===== src/rtl/icap_reboot_seq_pkg.sv =====
`default_nettype none
// ============================================================================
// Module : icap_reboot_seq_pkg
// Brief  : Spartan-6 IPROG (warm-boot) command words and sequencer state type.
// Rev    : 1.0
// ============================================================================
package icap_reboot_seq_pkg;

    localparam logic [15:0] SYNC0        = 16'hFFFF;
    localparam logic [15:0] SYNC1        = 16'hAA99;
    localparam logic [15:0] SYNC2        = 16'h5566;
    localparam logic [15:0] HDR_GENERAL1 = 16'h3261;
    localparam logic [15:0] HDR_GENERAL2 = 16'h3281;
    localparam logic [15:0] HDR_GENERAL3 = 16'h32A1;
    localparam logic [15:0] HDR_GENERAL4 = 16'h32C1;
    localparam logic [15:0] HDR_CMD      = 16'h30A1;
    localparam logic [15:0] CMD_IPROG    = 16'h000E;
    localparam logic [15:0] NOOP         = 16'h2000;
    localparam logic [7:0]  OPCODE_READ  = 8'h03;

    // Words before the trailing NOOPs.
    localparam int BASE_WORDS = 13;
    localparam int MAX_NOOPS  = 4;

    typedef enum logic [1:0] {
        ST_IDLE    = 2'd0,
        ST_ISSUE   = 2'd1,
        ST_GAPWAIT = 2'd2
    } state_t;

endpackage : icap_reboot_seq_pkg
`default_nettype wire


===== src/rtl/icap_reboot_seq_rom.sv =====
`default_nettype none
// ============================================================================
// Module : icap_seq_rom
// Brief  : Combinational index -> IPROG sequence word lookup.
// Rev    : 1.0
// ============================================================================
module icap_seq_rom
    import icap_reboot_seq_pkg::*;
#(
    parameter logic [23:0] GOLDEN = 24'h000000,
    parameter int          NOOPS  = 2
) (
    input  logic [4:0]  idx,
    input  logic [23:0] addr,
    output logic [15:0] word
);

    always_comb begin
        word = 16'h0000;
        case (idx)
            5'd0:    word = SYNC0;
            5'd1:    word = SYNC1;
            5'd2:    word = SYNC2;
            5'd3:    word = HDR_GENERAL1;
            5'd4:    word = addr[15:0];
            5'd5:    word = HDR_GENERAL2;
            5'd6:    word = {OPCODE_READ, addr[23:16]};
            5'd7:    word = HDR_GENERAL3;
            5'd8:    word = GOLDEN[15:0];
            5'd9:    word = HDR_GENERAL4;
            5'd10:   word = {OPCODE_READ, GOLDEN[23:16]};
            5'd11:   word = HDR_CMD;
            5'd12:   word = CMD_IPROG;
            default: word = (int'(idx) < BASE_WORDS + NOOPS) ? NOOP : 16'h0000;
        endcase
    end

endmodule : icap_seq_rom
`default_nettype wire


===== src/rtl/icap_reboot_seq.sv =====
`default_nettype none
// ============================================================================
// Module : icap_reboot_seq
// Brief  : Issues the IPROG word sequence to the ICAP write stage, one word
//          every GAP cycles, with abort and synchronous reset.
// Rev    : 1.0
// ============================================================================
module icap_reboot_seq
    import icap_reboot_seq_pkg::*;
#(
    parameter int          GAP    = 16,
    parameter logic [23:0] GOLDEN = 24'h000000,
    parameter int          NOOPS  = 2
) (
    input  logic        c,
    input  logic        r,
    input  logic        start,
    input  logic [23:0] addr,
    input  logic        abort,
    output logic        w,
    output logic [15:0] o,
    output logic        busy,
    output logic        done
);

    localparam int         N          = BASE_WORDS + NOOPS;
    localparam logic [4:0] C_LAST_IDX = 5'(N - 1);
    localparam logic [7:0] C_GAP_LOAD = 8'(GAP - 1);

    generate
        if (GAP < 16 || GAP > 255) begin : g_bad_gap
            $error("icap_reboot_seq: GAP out of range 16..255");
        end
        if (NOOPS < 0 || NOOPS > MAX_NOOPS) begin : g_bad_noops
            $error("icap_reboot_seq: NOOPS out of range 0..4");
        end
    endgenerate

    state_t      r_state;
    logic [4:0]  r_idx;
    logic [7:0]  r_cnt;
    logic [23:0] r_addr;
    logic [15:0] w_word;

    icap_seq_rom #(
        .GOLDEN (GOLDEN),
        .NOOPS  (NOOPS)
    ) u_rom (
        .idx  (r_idx),
        .addr (r_addr),
        .word (w_word)
    );

    // Outputs are registered on the edge that enters ISSUE, so the ROM is
    // addressed with the index of the word about to be issued. In IDLE the
    // index is 0, whose word does not depend on the address.
    always_ff @(posedge c) begin
        if (r) begin
            r_state <= ST_IDLE;
            r_idx   <= 5'd0;
            r_cnt   <= 8'd0;
            r_addr  <= 24'd0;
            w       <= 1'b0;
            o       <= 16'h0000;
            busy    <= 1'b0;
            done    <= 1'b0;
        end else begin
            w    <= 1'b0;
            done <= 1'b0;
            case (r_state)
                ST_IDLE: begin
                    if (start && !abort) begin
                        r_addr  <= addr;
                        r_idx   <= 5'd0;
                        busy    <= 1'b1;
                        w       <= 1'b1;
                        o       <= w_word;
                        r_state <= ST_ISSUE;
                    end
                end
                ST_ISSUE: begin
                    r_cnt <= C_GAP_LOAD;
                    if (abort || r_idx == C_LAST_IDX) begin
                        busy    <= 1'b0;
                        r_idx   <= 5'd0;
                        r_state <= ST_IDLE;
                    end else begin
                        r_idx   <= r_idx + 5'd1;
                        r_state <= ST_GAPWAIT;
                    end
                end
                ST_GAPWAIT: begin
                    if (abort) begin
                        busy    <= 1'b0;
                        r_idx   <= 5'd0;
                        r_cnt   <= 8'd0;
                        r_state <= ST_IDLE;
                    end else if (r_cnt == 8'd1) begin
                        r_cnt   <= 8'd0;
                        w       <= 1'b1;
                        o       <= w_word;
                        done    <= (r_idx == C_LAST_IDX);
                        r_state <= ST_ISSUE;
                    end else begin
                        r_cnt <= r_cnt - 8'd1;
                    end
                end
                default: begin
                    busy    <= 1'b0;
                    r_idx   <= 5'd0;
                    r_state <= ST_IDLE;
                end
            endcase
        end
    end

endmodule : icap_reboot_seq
`default_nettype wire


===== config.mk =====
export PLATFORM = sky130hd
export DESIGN_NAME = icap_reboot_seq
export DESIGN_NICKNAME = d
export VERILOG_FILES = /design/src/rtl/icap_reboot_seq_pkg.sv /design/src/rtl/icap_reboot_seq_rom.sv /design/src/rtl/icap_reboot_seq.sv
export SDC_FILE = /design/constraint.sdc
export NUM_CORES = 1
export LEC_CHECK = 0
export BUFFER_PORTS_ARGS = -buffer_cell sky130_fd_sc_hd__buf_4
export CAP_MARGIN = 30
export CORE_ASPECT_RATIO = 0.9
export CORE_MARGIN = 3
export CORE_UTILIZATION = 30
export CTS_CLUSTER_SIZE = 16
export DETAILED_ROUTE_END_ITERATION = 10
export PLACE_DENSITY = 0.45
export SLEW_MARGIN = 20
export SYNTH_ARGS = -nofsm -noshare
export SYNTH_HDL_FRONTEND = slang
export SYNTH_SLANG_ARGS = --single-unit

===== constraint.sdc =====
create_clock -name c -period 1.7 [get_ports c]
set_input_delay 0.17 -clock c [delete_from_list [all_inputs] [get_ports c]]
set_output_delay 0.17 -clock c [all_outputs]
set_load 0.01 [all_outputs]

# After elaboration in Yosys (flattened, before gate mapping)
# Cells that the tools add are included.
dict set report totals {
  output_inout_bits 19
  reg_bits 58
}
dict set report classes {
  n_reduce_logical 13
  bitwise_logic 2
  n_addsub 2
  eq_ne 22
  order_cmp 1
  muxes 26
}
# cell n
set ops {}
lappend ops {{$pmux 16 s13} 1}
lappend ops {{$mux 16} 3}
lappend ops {{$pmux 16 s2} 1}
lappend ops {{$eq 5x4->1 const B} 6}
lappend ops {{$eq 5x3->1 const B} 4}
lappend ops {{$mux 8} 2}
lappend ops {{$pmux 8 s2} 1}
lappend ops {{$mux 5} 3}
lappend ops {{$pmux 5 s3} 1}
lappend ops {{$mux 14} 1}
lappend ops {{$eq 5x2->1 const B} 2}
lappend ops {{$ne 2x2->1 const B} 5}
lappend ops {{$eq 8x1->1 const B} 1}
lappend ops {{$mux 2} 4}
lappend ops {{$sub 8x1->8 const B} 1}
lappend ops {{$mux 1} 6}
lappend ops {{$pmux 2 s3} 1}
lappend ops {{$reduce_and 2->1} 3}
lappend ops {{$add 5x1->5 const B} 1}
lappend ops {{$eq 5x1->1 const B} 1}
lappend ops {{$logic_not 5->1} 1}
lappend ops {{$lt 5x4->1 const B} 1}
lappend ops {{$reduce_and 4->1} 1}
lappend ops {{$reduce_bool 2->1} 2}
lappend ops {{other kinds (12)} 13}

# Logic depth before layout (Yosys ltp)
# Gate-level depths: netlist (run 1).
dict set report depth {
  depth_word 6
  mapped_depth 8
}

# By module
# From an unflattened synthesis (run 1), not the netlist that was laid out.
dict set report unflattened {
  cells_unflattened 370
  area_unflattened_um2 3052.9
}
# mod n_inst seq_area_each_um2 area_each_um2 cells_each
set modules_own_cells {}
lappend modules_own_cells {icap_reboot_seq 1 1161.1 2551.2 287}
lappend modules_own_cells {icap_seq_rom 1 0.0 501.7 83}

# Worst setup path before layout (run 1)
# Ideal clock, no wire load.
dict set report synth_timing {
  path_kind {reg2reg}
  start {register r_state[0]}
  end {register r_state[0]}
  stages_incl_launch_ff 8
  setup_time_ps 70
  period_less_slack_ps 1811
  arrival_ps 1741
  setup_slack_ps -111
  path_cell_list {dfxtp_1 -> inv_1 -> ha_1 -> nor2b_1 -> buf_2 -> a21boi_2 -> or4_1 -> a21oi_1}
}
dict set report synth_between {
  elab_chain_len 3
}
# item line_no
set synth_rtl {}
lappend synth_rtl {{start: declaration} icap_reboot_seq.sv:39} ;# state_t r_state;
lappend synth_rtl {{start signal: assignment} icap_reboot_seq.sv:59} ;# r_state <= ST_IDLE;
lappend synth_rtl {{start signal: assignment} icap_reboot_seq.sv:78} ;# r_state <= ST_ISSUE;
lappend synth_rtl {{start signal: assignment} icap_reboot_seq.sv:86} ;# r_state <= ST_IDLE;
lappend synth_rtl {{$eq 2x2->1 / $logic_not 2->1 (equally long branches)} icap_reboot_seq.sv:70} ;# case (r_state)
lappend synth_rtl {{$ne 3x3->1 (no source line) / $ne 2x2->1 (equally long branches)} n/a}
lappend synth_rtl {{$reduce_and 2->1 (no source line)} n/a}
# Parallel ways exist; a longest one is shown, timed or not.
# A chain may end at the register's enable or synchronous reset.

# Final worst setup path (run 1)
dict set report layout_timing {
  start {register r_cnt[1]}
  end {register r_state[1]}
}
dict set report layout_between {
  elab_chain_len 3
}
# item line_no
set layout_rtl {}
lappend layout_rtl {{start: declaration} icap_reboot_seq.sv:41} ;# logic [7:0] r_cnt;
lappend layout_rtl {{start signal: assignment} icap_reboot_seq.sv:105} ;# r_cnt <= r_cnt - 8'd1;
lappend layout_rtl {{$eq 8x1->1} icap_reboot_seq.sv:98} ;# end else if (r_cnt == 8'd1) begin
lappend layout_rtl {{$ne 3x3->1 (no source line)} n/a}
lappend layout_rtl {{$reduce_and 2->1 (no source line)} n/a}
lappend layout_rtl {{end signal: assignment} icap_reboot_seq.sv:97} ;# r_state <= ST_IDLE;
lappend layout_rtl {{end signal: assignment} icap_reboot_seq.sv:103} ;# r_state <= ST_ISSUE;
lappend layout_rtl {{end signal: assignment} icap_reboot_seq.sv:111} ;# r_state <= ST_IDLE;
# Every way passes these cells.

==> results of run 1 <==
[registers in the layout, summed over array words and instances, names as in the netlist]
register,cells
r_addr,24
o,16
r_cnt,8
r_idx,5
r_state,2
busy,1
done,1
w,1
[routing by layer]
layer | global-route usage | part of all wire | vias to the layer above | wire, um
li1 | - | - | 1491 | -
met1 | 0.238 | 0.51 | 1337 | 4400
met2 | 0.231 | 0.43 | 60 | 3760
met3 | 0.0415 | 0.047 | 13 | 409
met4 | 0.0587 | 0.015 | 0 | 134
met5 | 0 | 0 | - | 0
[layout by cell type, fill, tap and decap left out, types with 3 or more instances in the layout]
| cell | instances |
|---|---|
| buf_12 | 3 |
| nor2_1 | 22 |
| buf_6 | 4 |
| inv_1 | 14 |
| a21oi_1 | 50 |
| clkbuf_8 | 12 |
| a2111oi_2 | 4 |
| dfxtp_2 | 5 |
| nand2_1 | 63 |
| ha_1 | 4 |
| a22oi_1 | 5 |
| buf_4 | 102 |
| inv_2 | 3 |
| nand2b_1 | 4 |
| nor2b_1 | 5 |
| dfxtp_1 | 52 |
| o211ai_1 | 4 |
| o21ai_0 | 12 |
| a211oi_1 | 6 |
| a311oi_1 | 5 |
| ha_4 | 5 |
| nor3_1 | 6 |
| xnor2_1 | 6 |
| a2111oi_4 | 3 |
[kinds of logic after synthesis]
logic type / count (synthesis) / synth area share
AO/OA/AOI/OAI: 116 / 0.256
XOR/XNOR: 9 / 0.0269
adder cells (fa/ha/maj): 10 / 0.0428
buffers and inverters: 40 / 0.0590
flip-flops: 58 / 0.397
multiplexers: 2 / 0.00684
AND/OR/NAND/NOR: 129 / 0.212
[layout make-up]
cell class,instances,share of cell area
sequential,58,0.267
clock inverter,4,0.0165
inverter,17,0.0145
multi-input combinational,266,0.431
tap,122,0.0348
clock buffer,12,0.0376
timing repair buffer,109,0.198
[where the power goes]
group	leakage, nW	internal [mW]	switching [mW]	total, mW
registers	0.478	1.52	0.116	1.64
clock network	0.119	0.942	0.563	1.51
logic	1.11	0.826	0.809	1.64
[metrics by stage]
stage	TNS, ps	util	hold slack (ps)	std cells
5_1_grt	-352	0.473	50.6	588
3_3_place_gp	-587	0.404	418	561
6_report	-18.1	0.473	68.1	588
3_5_place_dp	-714	0.404	426	561
4_1_cts	-0.847	0.435	50.8	578
2_1_floorplan	-25.6	-	306	364
[path summary, 6_finish.rpt]
kind	endpoint	slack (ps)	depth (start not counted)	from
worst max-delay path	r_state[1]	-20	7	r_cnt[1]
worst min-delay path	r_addr[2]	70	3	addr[2]
worst max register to register	r_state[1]	-20	7	r_cnt[1]
worst min register to register	r_addr[9]	450	2	r_addr[9]
[Yosys cell counts, types with 2 or more instances]
| master | count | area [um2] |
|---|---|---|
| nor2b_1 | 6 | 37.5 |
| buf_4 | 2 | 15.0 |
| nand4b_1 | 2 | 17.5 |
| inv_1 | 17 | 63.8 |
| a31oi_1 | 3 | 18.8 |
| nor3_1 | 8 | 40.0 |
| o211ai_1 | 4 | 30.0 |
| a2bb2oi_1 | 3 | 26.3 |
| o21bai_1 | 2 | 15.0 |
| xor2_1 | 2 | 17.5 |
| xnor2_1 | 7 | 61.3 |
| clkbuf_1 | 8 | 30.0 |
| nand2b_1 | 5 | 31.3 |
| mux2i_1 | 2 | 20.0 |
| or2_2 | 3 | 18.8 |
| or3_1 | 3 | 18.8 |
| a311oi_1 | 6 | 52.6 |
| a22oi_1 | 5 | 37.5 |
| a21o_1 | 3 | 22.5 |
| ha_1 | 10 | 125 |
| nor4_1 | 2 | 12.5 |
| buf_2 | 12 | 60.1 |
| o21ai_0 | 15 | 75.1 |
| nor2_1 | 24 | 90.1 |
| a2111oi_0 | 6 | 52.6 |
| nand2_1 | 63 | 236 |
| a211oi_1 | 6 | 45.0 |
| a21oi_1 | 51 | 255 |
| or4_1 | 3 | 22.5 |
| dfxtp_1 | 58 | 1160 |
| and2_1 | 2 | 12.5 |
[worst min-delay path, cell delays in order]
cell and delay [ps]:
buf_4 110, nand2_1 40, a21oi_1 50
[repair_timing]
item / 4_1_cts / 5_1_grt
endpoints found under the setup margin: 20 / 55
resized for setup: 15 / 56
setup buffers: 1 / 10
pin swaps: 2 / 13
==> results.yml, run 1 <==
status:
  status: "complete, but fails checks"
  violations: "negative setup slack"
drt:
  drt_iter0_drc: 145
  postRouteAntennaNets: 0
  drt_first_pass_iters: 4
  routed_via_density: 4.93
  avgRoutedWirePerCell_um: 14.8
  routed_wl_mm: 8.70
  num_vias: 2901
  drcViolationCount: 0
final_layout:
  design_area_um2: 4390
  area_growth_pct: 50.0
  drive_gt1_frac: 0.382
  nFillCells: 916
  multi_input_area_um2: 1890
  n_antenna_cell: 0
  regArea_um2: 1170
  fin_nets: 499
setup_path:
  worst_path_largest_cell_delay_ps: 510
  path_buf_inv: 2
  required_ps: 1970
  worstPathArrival_ps: 1990
  critical-path-top-delay-family: "simple AND/OR/NAND/NOR gates"
  critPathKind: "reg2reg"
  crit_path_max_fanout: 5
  path_cells: "inv_2 -> ha_4 -> nor4b_4 -> buf_4 -> a21boi_4 -> or4_1 -> a21oi_1"
  end_kind: "flip-flop"
  worstSetupStartpointType: "flip-flop"
  crit_path_top_delay_cell: "or4_1"
yosys:
  synth-async-reset-ratio: 0
  synth_edf_count: 0
  yosysUniqueCellTypes: 52
  yosysSeqAreaShare: 0.397
  postSynthCellCount: 364
  avgSynthCellArea_um2: 8.04
  synthesis.area_um2: 2930
  synth_nets: 402
  yosys_register_bits: 58
  yosysWarnings: 0
  ys.flop_type: "dfxtp_1"
clocking:
  cts_buffer_depth: 2
  hold_buffers: 0
  htreeDepth: 3
  cts_buffers: 9
  insertion_delay_ps: 350
  cts_sinks: 58
  path_clk_slew_ps: 70
  cts_root_buf: "clkbuf_8"
  cts_tree: "yes"
timing:
  max_freq_ghz: 0.582
  setup_viol: 1
  fin_skew_ps: 10.9
  finalHoldViolCount: 0
  rsz0062_at_grt: "yes"
  maxSlewHeadroom: 0.749
  min_period_ps: 1720
  worstMarginPinSlew_ps: 376
  worst_slack_ps: -18.1
  drv_slew: 0
  finalCritPeriodShare: 1.01
placement:
  postPlaceCellArea_um2: 3750
  dp_slack_ps: -80.6
  dp_hpwl_mm: 6.26
  routabilityCongestion: 0.850
  portBuffers: 46
floorplan:
  die_area_um2: 11000
  start_util: 0.315
  core_um2: 9290
  rows: 33
  die_h_um: 99.7
  io_pins: 47
  die_w_um: 110
pwr:
  worst_ir_drop_vdd_uv: 464
  finalPower_mw: 4.78
  power.density_nw_per_um2: 1090
  leakagePower_nw: 1.71
grt:
  grt_overflow: 0
  grt_start_max_net_pins: 26
  grt_use_total: 0.163
  grt_pass1_wl_mm: 13.9
  antenna_found_initial: 0
  grt_pass1_vias: 2764
min_path:
  holdCritPathClass: "in2reg"
job:
  max_cap_violations: 0
No activity file was read; power rests on OpenSTA's default activity.
==> run 2: changes to the inputs <==
--- a/config.mk
+++ b/config.mk
@@ -7,13 +7,11 @@
 export LEC_CHECK = 0
 export BUFFER_PORTS_ARGS = -buffer_cell sky130_fd_sc_hd__buf_4
 export CAP_MARGIN = 30
-export CORE_ASPECT_RATIO = 0.9
 export CORE_MARGIN = 3
 export CORE_UTILIZATION = 30
 export CTS_CLUSTER_SIZE = 16
 export DETAILED_ROUTE_END_ITERATION = 10
 export PLACE_DENSITY = 0.45
-export SLEW_MARGIN = 20
 export SYNTH_ARGS = -nofsm -noshare
 export SYNTH_HDL_FRONTEND = slang
 export SYNTH_SLANG_ARGS = --single-unit
==> run 2 against run 1 <==
The flow now finishes without violations. Register-to-register slack better by 40 ps. Sequential share of layout area increased by 0.51 points. Global-route usage fell by 0.52 points. First-iteration DRC count is 14% lower. Non-clock buffer count down 8. Clock power is essentially flat. Worst hold slack gained 2.2 ps. Count of clock-buffer cells in the layout is 2 lower. Total power grew 0.24%. Flip-flop and latch count unchanged. Core utilization shrank 1.3 points. Critical path type unchanged. Critical endpoint is now o[6].
==> results.yml, run 2 (synthesis gave the netlist of run 1 again) <==
status:
  status: "complete, no violations"
placement:
  portBuffers: 46
  dp_hpwl_mm: 6.12
  routabilityCongestion: 0.790
  postPlaceCellArea_um2: 3720
floorplan:
  io_pins: 47
  die_h_um: 105
  die_w_um: 105
  core_um2: 9370
  start_util: 0.312
  die_area_um2: 11000
  rows: 35
setup_path:
  worstPathArrival_ps: 1920
  worstSetupStartpointType: "flip-flop"
  r2r_end: "o[6]"
  r2r_start: "r_cnt[1]"
  r2r_cells: 7
  rrSetupSlack_ps: 20
  end_kind: "flip-flop"
  critPathKind: "reg2reg"
  required_ps: 1940
  crit_path_max_fanout: 6
final_layout:
  fin_nets: 492
  regMostFlops: "r_addr"
  design_area_um2: 4300
  final_cell_mix: "buf_4 (95), nand2_1 (63), dfxtp_1 (53)"
  largestRegisters: "r_addr x24, o x16, r_cnt x8"
  largest_register_ffs: 24
  fin_util: 0.459
  area_growth_pct: 47.1
  drive_gt1_frac: 0.357
  n_antenna_cell: 0
  final_common_cell: "buf_4"
timing:
  setup_viol: 0
  finalCritPeriodShare: 0.987
  fin_skew_ps: 10.0
  worstMarginPinSlew_ps: 441
  rsz0062_at_grt: "yes"
  maxSlewHeadroom: 0.706
  drv_slew: 0
  finalHoldViolCount: 0
  fin_tns_setup_ps: 0
  min_period_ps: 1680
  max_freq_ghz: 0.596
  holdWs_ps: 70.3
drt:
  wl_met3_um: 453
  routed_via_density: 4.94
  wl_met2_mm: 3.94
  avgRoutedWirePerCell_um: 15.3
  postRouteAntennaNets: 0
  drt_first_pass_iters: 5
  num_vias: 2903
  drcViolationCount: 0
  routed_wl_mm: 8.99
  highest_layer: "met4"
  drt_iter0_drc: 124
  wl_met1_mm: 4.46
min_path:
  min_from: "addr[11]"
  holdPathEnd: "r_addr[11]"
  holdCritPathClass: "in2reg"
  hold_depth: 3
clocking:
  path_clk_slew_ps: 70
  cts_tree: "yes"
  htreeDepth: 3
  hold_buffers: 0
  cts_buffers: 9
  cts_root_buf: "clkbuf_8"
  cts_sinks: 58
  cts_buffer_depth: 2
  insertion_delay_ps: 340
pwr:
  leakagePower_nw: 1.67
  power.density_nw_per_um2: 1110
  worst_ir_drop_vdd_uv: 428
grt:
  grt_use_total: 0.158
  grt_overflow: 0
  antenna_found_initial: 0
  grt_start_max_net_pins: 37
  grt_pass1_vias: 2777
  grt_pass1_wl_mm: 14.0
job:
  max_cap_violations: 0
==> run 2: changes by cell type in the layout (fill, tap and decap cells not counted), sizes merged <==
cell      previous run  this run
bufinv               2         3
clkinv               1         3
buf                109       101
clkbuf              12        10
clkinvlp             1         0
a31o                 1         2
==> run 2: worst max-delay path by stage <==
stage / from / end / slack (ps)
5_1_grt: r_cnt[1] / o[14] / -50
3_5_place_dp: r_cnt[1] / o[14] / -120
4_1_cts: r_idx[0] / o[3] / 0.8
6_report: r_cnt[1] / o[6] / 20
3_3_place_gp: r_cnt[1] / o[14] / -100
2_1_floorplan: r_state[0] / r_state[0] / -30
==> run 2: final cells by class <==
type	instances	area, um2
multi-input cells	267	1870
repair buffers	101	807
fillers	994	5070
well taps	129	161
inverters	17	63.8
flip-flops and latches	58	1170
clock buffers	10	128
clock inverters	6	105
==> run 2: worst max-delay path, stage by stage (launching register included) <==
cell	delay [ps]
dfxtp_2	320
inv_2	50
ha_1	130
nor4b_4	310
a31oi_2	150
buf_6	170
buf_4	140
o41ai_2	310
==> run 2: per-stage QoR <==
stage	power, mW	setup slack (ps)	instances
2_1_floorplan	2.38	-25.6	364
3_3_place_gp	2.95	-97.1	564
3_5_place_dp	2.96	-124	564
4_1_cts	4.53	0.849	580
5_1_grt	5.05	-54.0	588
6_report	4.79	22.6	588
==> run 2: power by group <==
| part | leakage, nW | switching (mW) | internal (mW) | total (mW) |
|---|---|---|---|---|
| Sequential | 0.477 | 0.115 | 1.52 | 1.63 |
| Combinational | 1.07 | 0.805 | 0.814 | 1.62 |
| Clock | 0.120 | 0.569 | 0.966 | 1.54 |
==> run 2: layer usage <==
| metal | global-route usage | up-vias |
|---|---|---|
| met4 | 0.0515 | 0 |
| li1 | - | 1473 |
| met3 | 0.0401 | 14 |
| met1 | 0.233 | 1348 |
| met2 | 0.224 | 68 |
| met5 | 0 | - |
==> run 2: repair_timing <==
item                       in CTS  in global routing
pin swaps                       2                 13
setup buffers                   0                  6
resized for setup               8                 53
setup endpoints to repair       6                 54
cloned                          0                  2
==> run 3: changes to the inputs <==
--- a/config.mk
+++ b/config.mk
@@ -8,10 +8,10 @@
 export BUFFER_PORTS_ARGS = -buffer_cell sky130_fd_sc_hd__buf_4
 export CAP_MARGIN = 30
 export CORE_MARGIN = 3
-export CORE_UTILIZATION = 30
+export CORE_UTILIZATION = 25
 export CTS_CLUSTER_SIZE = 16
 export DETAILED_ROUTE_END_ITERATION = 10
-export PLACE_DENSITY = 0.45
+export PLACE_DENSITY = 0.39
 export SYNTH_ARGS = -nofsm -noshare
 export SYNTH_HDL_FRONTEND = slang
 export SYNTH_SLANG_ARGS = --single-unit
==> run 3 against run 2 <==
Worst hold slack better by 18 ps. Die area up 19%. Count of clock-buffer cells in the layout up 3. Critical endpoint is now o[5]. Highest routed layer unchanged.
==> results.yml, run 3 (synthesis gave the netlist of run 1 again) <==
status:
  status: "complete, no violations"
drt:
  routed_wl_mm: 9.27
  num_vias: 2881
  routed_via_density: 4.81
  postRouteAntennaNets: 0
  drt_iter0_drc: 128
  avgRoutedWirePerCell_um: 15.5
  drt_first_pass_iters: 4
  drcViolationCount: 0
final_layout:
  largestRegisters: "r_addr x24, o x16, r_cnt x8"
  drive_gt1_frac: 0.351
  largest_register_ffs: 24
  n_antenna_cell: 0
  final_common_cell: "buf_4"
  area_growth_pct: 48.6
  design_area_um2: 4350
  fin_nets: 493
  fin_cells: 599
  final_cell_mix: "buf_4 (98), nand2_1 (63), dfxtp_1 (53)"
  regMostFlops: "r_addr"
pwr:
  power.density_nw_per_um2: 1160
  leakagePower_nw: 1.70
  worst_ir_drop_vdd_uv: 391
  finalPower_mw: 5.06
timing:
  worstMarginPinSlew_ps: 398
  min_period_ps: 1690
  rsz0062_at_grt: "yes"
  maxSlewHeadroom: 0.734
  finalCritPeriodShare: 0.996
  finalHoldViolCount: 0
  worst_slack_ps: 6.17
  fin_tns_setup_ps: 0
  max_freq_ghz: 0.590
  drv_slew: 0
  setup_viol: 0
  fin_skew_ps: 5.24
clocking:
  cts_tree: "yes"
  cts_root_buf: "clkbuf_16"
  hold_buffers: 0
  htreeDepth: 3
  insertion_delay_ps: 320
  cts_sinks: 58
  path_clk_slew_ps: 50
  cts_buffers: 9
  cts_buffer_depth: 2
placement:
  portBuffers: 46
  dp_slack_ps: -47.3
  routabilityCongestion: 0.820
  postPlaceCellArea_um2: 3790
  place_inst: 581
  dp_hpwl_mm: 6.70
setup_path:
  worstSetupStartpointType: "flip-flop"
  critical-path-top-delay-family: "compound AO/OA/AOI/OAI gates"
  required_ps: 1930
  path_cells: "inv_2 -> ha_4 -> nor4b_4 -> buf_4 -> a31o_4 -> buf_12 -> o211ai_1 -> o32ai_1"
  worst_path_largest_cell_delay_ps: 350
  critPathKind: "reg2reg"
  crit_path_top_delay_cell: "nor4b_4"
  worstPathArrival_ps: 1930
  end_kind: "flip-flop"
  crit_path_max_fanout: 7
  path_buf_inv: 3
job:
  max_cap_violations: 0
floorplan:
  start_util: 0.263
  rows: 38
  core_um2: 11100
  die_area_um2: 13000
  die_h_um: 114
  io_pins: 47
  die_w_um: 114
grt:
  grt_overflow: 0
  grt_start_max_net_pins: 33
  grt_pass1_vias: 2740
  grt_pass1_wl_mm: 14.5
  grt_use_total: 0.143
  antenna_found_initial: 0
min_path:
  holdCritPathClass: "in2reg"
[run 3: report_power, final]
group          switching, mW  internal [mW]  leakage [nW]
clock                  0.612           1.24         0.152
combinational          0.785          0.784          1.07
sequential             0.117           1.52         0.477
[run 3: area by class of cell]
class	count	area, um2
Inverter	17	63.8
Clock buffer	13	270
Tap cell	140	175
Sequential cell	58	1170
Timing Repair Buffer	102	807
Clock inverter	2	35.0
Fill cell	1169	6780
Multi-Input combinational cell	267	1830
[run 3: worst paths after layout]
| kind | start | cells past startpoint | end | slack, ps |
|---|---|---|---|---|
| setup / recovery | r_cnt[1] | 8 | o[5] | 6 |
| hold / removal | addr[16] | 3 | r_addr[16] | 90 |
| setup reg to reg | r_cnt[1] | 8 | o[5] | 6 |
| hold reg to reg | r_addr[22] | 2 | r_addr[22] | 450 |
[run 3: worst reg2reg max path, delay by kind of cell (launching register included)]
kind	cells	cell delay [ps]
AND/OR/NAND/NOR	1	350
buffers and inverters	3	400
adder cells (fa/ha/maj)	1	120
flip-flops	1	320
AO/OA/AOI/OAI	3	410
[run 3: layer usage]
layer / part of all wire / vias to the layer above / GRT usage / wire length, um
li1: - / 1477 / - / -
met1: 0.50 / 1333 / 0.204 / 4610
met2: 0.44 / 63 / 0.210 / 4030
met3: 0.054 / 8 / 0.0333 / 502
met4: 0.013 / 0 / 0.0475 / 119
met5: 0 / - / 0 / 0
[run 3: stage by stage]
stage | util | hold WS (ps)
after floorplan | - | 306
after global placement | 0.341 | 418
after detailed placement | 0.341 | 426
after CTS | 0.374 | 80.4
after global routing | 0.391 | 87.4
final | 0.391 | 88.6
[run 3: repair_timing]
action | 4_1_cts | 5_1_grt
pin swaps | 4 | 19
gates cloned | 0 | 1
gates resized for setup | 17 | 35
buffers inserted | 0 | 2
endpoints found under the setup margin | 17 | 26
